File: src/rtl/seq_multiplier_pkg.sv
// Shared definitions for the sequential multiplier (and its divider sibling).
//   DEFAULT_NBIT : default operand width for the arithmetic unit
//   state_t      : handshake FSM encoding (IDLE / RUN / DONE)
package seq_multiplier_pkg;

    localparam int DEFAULT_NBIT = 16;

    typedef enum logic [1:0] {
        ST_IDLE = 2'd0,
        ST_RUN  = 2'd1,
        ST_DONE = 2'd2
    } state_t;

endpackage

File: src/rtl/full_adder.sv
// Single-bit full adder cell.
//   x, y : addend bits
//   ci   : carry in
//   s    : sum bit
//   co   : carry out
module full_adder (
    input  logic x,
    input  logic y,
    input  logic ci,
    output logic s,
    output logic co
);

    assign s  = x ^ y ^ ci;
    assign co = (x & y) | (ci & (x ^ y));

endmodule

File: src/rtl/half_adder.sv
// Single-bit half adder cell.
//   x, y : addend bits
//   s    : sum bit
//   c    : carry out
module half_adder (
    input  logic x,
    input  logic y,
    output logic s,
    output logic c
);

    assign s = x ^ y;
    assign c = x & y;

endmodule

File: src/rtl/nbit_adder.sv
// Unsigned ripple-carry adder built from half/full adder cells.
//   X, Y : nBit addends
//   S    : nBit sum
//   cout : carry out of the top bit
module nbit_adder #(
    parameter int nBit = 16
) (
    input  logic [nBit-1:0] X,
    input  logic [nBit-1:0] Y,
    output logic [nBit-1:0] S,
    output logic            cout
);

    logic [nBit-1:0] carry;

    // Bit 0 has no carry in, so a half adder is enough there.
    half_adder u_ha0 (
        .x (X[0]),
        .y (Y[0]),
        .s (S[0]),
        .c (carry[0])
    );

    for (genvar i = 1; i < nBit; i++) begin : g_fa
        full_adder u_fa (
            .x  (X[i]),
            .y  (Y[i]),
            .ci (carry[i-1]),
            .s  (S[i]),
            .co (carry[i])
        );
    end

    assign cout = carry[nBit-1];

endmodule

File: src/rtl/seq_multiplier.sv
// Unsigned shift-and-add sequential multiplier, one multiplier bit per cycle.
//   clk   : system clock, rising edge
//   rst   : synchronous active-high reset
//   start : request, honoured only in IDLE or DONE
//   A, B  : multiplicand / multiplier, captured on an accepted start
//   busy  : high while iterating
//   done  : one-cycle pulse, P valid from this cycle
//   P     : product register, holds the last result
//
// state   | meaning
// --------+---------------------------------------------------------
// IDLE    | waiting for start
// RUN     | one add/shift per cycle, nBit cycles total
// DONE    | result just written to P; start here re-launches at once
module seq_multiplier
    import seq_multiplier_pkg::*;
#(
    parameter int nBit = DEFAULT_NBIT
) (
    input  logic              clk,
    input  logic              rst,
    input  logic              start,
    input  logic [nBit-1:0]   A,
    input  logic [nBit-1:0]   B,
    output logic              busy,
    output logic              done,
    output logic [2*nBit-1:0] P
);

    // One extra bit so the counter can represent nBit itself without wrapping.
    localparam int CNT_W = $clog2(nBit) + 1;
    localparam logic [CNT_W-1:0] CNT_LAST = CNT_W'(nBit - 1);

    state_t            state;
    logic [nBit-1:0]   mcand;
    logic [nBit-1:0]   mreg;
    logic [nBit-1:0]   acc;
    logic [CNT_W-1:0]  cnt;

    logic [nBit-1:0]   addend;
    logic [nBit-1:0]   sum_low;
    logic              sum_carry;
    logic [nBit:0]     sum;
    logic [nBit-1:0]   acc_next;
    logic [nBit-1:0]   mreg_next;

    assign addend = mreg[0] ? mcand : '0;

    nbit_adder #(
        .nBit (nBit)
    ) u_adder (
        .X    (acc),
        .Y    (addend),
        .S    (sum_low),
        .cout (sum_carry)
    );

    // {carry, acc, mreg} shifted right by one: the carry lands in acc's MSB
    // and the sum's LSB becomes the next product bit at the top of mreg.
    assign sum       = {sum_carry, sum_low};
    assign acc_next  = sum[nBit:1];
    assign mreg_next = {sum[0], mreg[nBit-1:1]};

    always_ff @(posedge clk) begin
        if (rst) begin
            state <= ST_IDLE;
            busy  <= 1'b0;
            done  <= 1'b0;
            P     <= '0;
            mcand <= '0;
            mreg  <= '0;
            acc   <= '0;
            cnt   <= '0;
        end else begin
            done <= 1'b0;
            case (state)
                ST_RUN: begin
                    acc  <= acc_next;
                    mreg <= mreg_next;
                    cnt  <= cnt + 1'b1;
                    if (cnt == CNT_LAST) begin
                        P     <= {acc_next, mreg_next};
                        state <= ST_DONE;
                        busy  <= 1'b0;
                        done  <= 1'b1;
                    end
                end
                default: begin
                    if (start) begin
                        mcand <= A;
                        mreg  <= B;
                        acc   <= '0;
                        cnt   <= '0;
                        state <= ST_RUN;
                        busy  <= 1'b1;
                    end else begin
                        state <= ST_IDLE;
                        busy  <= 1'b0;
                    end
                end
            endcase
        end
    end

endmodule
File: config.mk
export PLATFORM = sky130hd
export DESIGN_NAME = seq_multiplier
export DESIGN_NICKNAME = d
export VERILOG_FILES = /design/src/rtl/seq_multiplier_pkg.sv /design/src/rtl/full_adder.sv /design/src/rtl/half_adder.sv /design/src/rtl/nbit_adder.sv /design/src/rtl/seq_multiplier.sv
export SDC_FILE = /design/constraint.sdc
export NUM_CORES = 1
export LEC_CHECK = 0
export CAP_MARGIN = 20
export CELL_PAD_IN_SITES_DETAIL_PLACEMENT = 0
export CELL_PAD_IN_SITES_GLOBAL_PLACEMENT = 1
export CORE_MARGIN = 2
export CORE_UTILIZATION = 52
export DETAILED_ROUTE_END_ITERATION = 10
export DONT_BUFFER_PORTS = 1
export GPL_TIMING_DRIVEN = 0
export PLACE_DENSITY_LB_ADDON = 0.1
export SLEW_MARGIN = 0
export SYNTH_ARGS = -nofsm -noshare
export SYNTH_HDL_FRONTEND = slang
export SYNTH_SLANG_ARGS = --single-unit
File: constraint.sdc
create_clock -name clk -period 16.4 [get_ports clk]
set_input_delay 0.82 -clock clk [delete_from_list [all_inputs] [get_ports clk]]
set_output_delay 0.82 -clock clk [all_outputs]
set_load 0.01 [all_outputs]
# After elaboration in Yosys (flattened, before gate mapping)
# Cells that the tools add are included.
[totals] in_bits=35 n_memories=0 mem_bits_rw=0 elab_cells=108 reg_bits=89 out_inout_bits=34 mem_bits_ro=0 latchBits=0
[op_classes] magnitude_cmp=0 bitwise_logic=78 shift=0 multipliers=0 eq_ne=3 reduce_logical=4 addsub=1 mux=14 div_mod_pow=0
[op_table] op="$mux W16" n=5
[op_table] op="$and A1 B1 Y1" n=31
[op_table] op="$xor A1 B1 Y1" n=31
[op_table] op="$or A1 B1 Y1" n=15
[op_table] op="$mux W5" n=2
[op_table] op="$add A5 B1 Y5 const B" n=1
[op_table] op="$eq A5 B4 Y1 const B" n=1
[op_table] op="$mux W1" n=5
[op_table] op="$mux W2" n=2
[op_table] op="$reduce_and A2 Y1" n=2
[op_table] op="$eq A2 B1 Y1 const B" n=1
[op_table] op="$ne A2 B2 Y1 const B" n=1
[op_table] op="$reduce_bool A2 Y1" n=1
[op_table] op="$reduce_or A2 Y1" n=1
[op_table] op="$not A1 Y1" n=1

# Logic depth before layout (Yosys ltp)
[depth] word_depth=33 depth_mapped=21 ltp_nobuf=20

# Hierarchy
# From an unflattened synthesis, not the netlist that was laid out.
[hier_totals] cells_unflattened=356 area_unflattened_um2=3636.0
[modules_own_cells] mod="seq_multiplier" cells_each=340 n_inst=1 area_each_um2=3323.2 seq_area_each_um2=1761.7
[modules_own_cells] mod="full_adder" cells_each=1 n_inst=15 area_each_um2=20.0 seq_area_each_um2=0.0
[modules_own_cells] mod="half_adder" cells_each=1 n_inst=1 area_each_um2=12.5 seq_area_each_um2=0.0

# Worst setup path after synthesis
# No wires, ideal clock.
[synth_timing] path_type="register to register" start="reg mreg[0]" end="reg acc[14]" n_path_buf=2 setup_time_ns=0.132 path_stages_with_launch=21 period_less_slack_ns=7.577 t_arrival_ns=7.445 t_required_ns=16.268 path_slack_ns=8.823 path_cell_list="dfxtp_1 > clkbuf_1 > clkbuf_1 > nand2_1 > fa_1 > fa_1 > fa_1 > fa_1 > fa_1 > fa_1 > fa_1 > fa_1 > fa_1 > fa_1 > fa_1 > fa_1 > fa_1 > fa_1 > fa_1 > nand2b_1 > a21oi_1"
[synth_between] elab_chain_cells=32 elab_cells_between_ends=61
[synth_lines] item="from (decl)" line_no="seq_multiplier.sv:36" source="logic [nBit-1:0] mreg;"
[synth_lines] item="from (signal assigned)" line_no="seq_multiplier.sv:79" source="mreg <= mreg_next;"
[synth_lines] item="$mux W16 (*)" line_no="seq_multiplier.sv:47" source="assign addend = mreg[0] ? mcand : '0;"
[synth_lines] item="$and A1 B1 Y1 / $xor A1 B1 Y1 (equally long branches)" line_no="half_adder.sv:13, full_adder.sv:15"
[synth_lines] item="$and A1 B1 Y1" line_no="full_adder.sv:15" source="assign co = (x & y) | (ci & (x ^ y));"
[synth_lines] item="$or A1 B1 Y1" line_no="full_adder.sv:15"
[synth_lines] item="$and A1 B1 Y1" line_no="full_adder.sv:15"
[synth_lines] item="$or A1 B1 Y1" line_no="full_adder.sv:15"
[synth_lines] item="$and A1 B1 Y1" line_no="full_adder.sv:15"
[synth_lines] item="$or A1 B1 Y1" line_no="full_adder.sv:15"
[synth_lines] item="[16 not listed]"
[synth_lines] item="$and A1 B1 Y1" line_no="full_adder.sv:15"
[synth_lines] item="$or A1 B1 Y1" line_no="full_adder.sv:15"
[synth_lines] item="$and A1 B1 Y1" line_no="full_adder.sv:15"
[synth_lines] item="$or A1 B1 Y1" line_no="full_adder.sv:15"
[synth_lines] item="$and A1 B1 Y1" line_no="full_adder.sv:15"
[synth_lines] item="$or A1 B1 Y1" line_no="full_adder.sv:15"
[synth_lines] item="$xor A1 B1 Y1 (*)" line_no="full_adder.sv:14" source="assign s = x ^ y ^ ci;"
[synth_lines] item="$mux W16 (*)" line_no="seq_multiplier.sv:76" source="case (state)"
[synth_lines] item="to (signal assigned)" line_no="seq_multiplier.sv:78" source="acc <= acc_next;"
[synth_lines] item="to (decl)" line_no="seq_multiplier.sv:37" source="logic [nBit-1:0] acc;"
# Mark *: on every way between the ends. The rest lies on a longest branch, timed or not.
# A chain may end at the register's enable or synchronous reset.

# Worst setup path after layout
# Same ends and word-level chain as after synthesis.

==> metrics <==
share of cells above drive strength 1=0.1108; Synth warnings=0; Max IR drop VDD=0.04539 mV; # IOs=69; CTS resizes=0; status=finished clean; Routed wire per std cell=16.90 um; Fillers=645; clk_skew=0.007105 ns; Clock Latency Late Sink=0.36 ns; die area=7788 um^2; register bit total from synthesis=88; Arr. time, crit path=8.51 ns; Post-synth EDFFs=0; Worst R2R Path Depth=20; CP Launch Type=register; CTS Buf Count=9; Post-Syn Instances=372; Routed Antenna Nets=0; syn nets=425; switching share of power=0.2490; Antenna Cells=0; Die X=88.25 um; total gr overflow=0; FF+latch area=1762 um^2; CTS Hold Bufs=0; Initial Util=0.5403; vias in the first global route=2615; critical path class=register to register; Synth cell types=32; first-pass GRT wire length=13050 um; Vias/cell=5.465; leakage=1.388 nW; TritonCTS clock tree=yes; area occupied by multi-input gates=1682 um^2; slew of the pin with the lowest slew margin=0.5517 ns; final wirelength=8182 um; Final Util=0.5899; H-tree depth=3; Root Buffer=clkbuf_8; total power=0.4224 mW; # nets final=436; Final min period=8.292 ns; deepest clock path buffer count=2; Layout area overhead=9.187%; slew margin rel.=0.6322; post-synthesis async set-or-reset flop share=0; Avg Cell Area, Syn=9.922 um^2; Die Y-Extent=88.25 um; Core ar.=6832 um^2; PwrDens=104.8 nW/um^2; post-synthesis sequential area ratio=0.4773; initial antenna violation count=0; register share of total power=0.531; DR DRC count=0; synthesized area=3691 um^2; port bufs=0; Setup Buffers After CTS=0; Tot GR Track Use=0.2231; FP Rows=30; clock share of power=0.394; Vias=2645; routability congestion estimate=0.7908; CTS clock-pin slew for the worst setup and hold paths=0.09 ns; RSZ-0062 raised after global routing=false; Critical Path RT=16.62 ns; hold crit path type=register to register; hold depth=2; DR pass1 iterations=4; TritonCTS Sinks=88; Crit Path Max Fanout=10; Final Slew Violations=0; Max Clock Freq=120.6 MHz; # setup viols final=0; NetSw=0.1052 mW; final hold violations=0; endpoint type of the worst setup path=register; post-route clock period utilization=0.5056; largest net degree at the start of global routing=16; P_int=0.3172 mW; setup TNS=0 ns; Logic pwr share=0.076; detailed placement HPWL=5833 um; ys flop type=dfxtp_1; Iteration-0 DRC Markers=99; maxcap violations=0
synthesized netlist by cell type, drive strengths merged, types with 18 or more instances:
cell type   n  area, um^2
a211oi     18       135.1
nand3      37       185.2
inv        19       73.82
a21oi      35       178.9
dfxtp      88        1762
nand2b     18       112.6
buf        22       131.4
through the flow:
step,std cells,setup slack (ns),hold slack (ns),area [um^2]
final,484,8.108,0.4705,4030
after global routing,484,7.676,0.4842,4030
after CTS,484,8.049,0.4728,4030
after detailed placement,468,8.094,0.4607,3811
after global placement,468,8.117,0.4539,3811
after floorplan,372,8.823,0.4479,3691
power by group through the flow:
stage               sequential [mW]  clock [mW]  combinational, mW
floorplan                     0.228           0             0.0241
global placement              0.229           0             0.0317
detailed placement            0.229           0             0.0322
CTS                           0.224       0.168             0.0323
global route                  0.225       0.177             0.0359
finish                        0.224       0.166             0.0320
critical path, stage by stage (launching register included):
cell and delay, ns:
dfxtp_1 0.31, clkbuf_1 0.35, clkbuf_1 0.44, nand2_1 0.15, fa_1 0.47, fa_1 0.44
fa_1 0.44, fa_1 0.44, fa_1 0.43, fa_1 0.42, fa_1 0.42, fa_1 0.42
fa_1 0.42, fa_1 0.42, fa_1 0.44, fa_1 0.43, fa_1 0.42, fa_1 0.49
fa_1 0.60, nand2b_1 0.13, a21oi_1 0.06
cell type report:
type	count	share of cell area
Clock buffer	9	0.03074
Buffer	32	0.04222
Sequential cell	88	0.4371
Inverter	20	0.01925
Tap cell	96	0.02980
Multi-Input combinational cell	232	0.4173
Clock inverter	7	0.02360
routing by layer:
metal,up-vias,part of all wire,global-route usage
li1,1315,-,-
met1,1257,0.49,0.3170
met2,63,0.45,0.3349
met3,10,0.053,0.05224
met4,0,0.014,0.07989
met5,-,0,0
state kept, by name, indices dropped and copies added, names as in the netlist:
register / count
cnt: 5
state: 2
done: 1
mcand: 16
acc: 16
P: 32
mreg: 16
logic make-up (layout without fill, tap and decap cells):
logic type	Yosys count	after routing	synth area share
adder cells (fa/ha/maj)	18	18	0.09153
multiplexers	16	16	0.04339
buffers and inverters	52	68	0.06712
AND/OR/NAND/NOR	93	93	0.1295
XOR/XNOR	2	2	0.004747
flip-flops	88	88	0.4773
AO/OA/AOI/OAI	103	103	0.1864
placed cells by master (no fill, tap or decap), types with 2 or more instances in the layout:
master	n
buf_6	3
clkbuf_8	9
nand2b_1	18
ha_1	3
inv_1	18
o21ai_0	16
a22o_1	16
dfxtp_1	88
clkinv_2	2
a21oi_1	34
fa_1	15
nand2_1	16
mux2i_1	16
nand3_1	37
o2bb2ai_1	16
buf_2	18
bufinv_16	2
a211oi_1	18
clkbuf_1	9
nor2_1	16
path summary, 6_finish.rpt:
kind                         from                    to  slack [ns]
min           acc[5]$_SDFFE_PP0P_   acc[5]$_SDFFE_PP0P_        0.47
min reg2reg   acc[5]$_SDFFE_PP0P_   acc[5]$_SDFFE_PP0P_        0.47
max          mreg[0]$_SDFFE_PP0P_  acc[14]$_SDFFE_PP0P_        8.11
max reg2reg  mreg[0]$_SDFFE_PP0P_  acc[14]$_SDFFE_PP0P_        8.11
No activity file was read; power rests on OpenSTA's default activity.
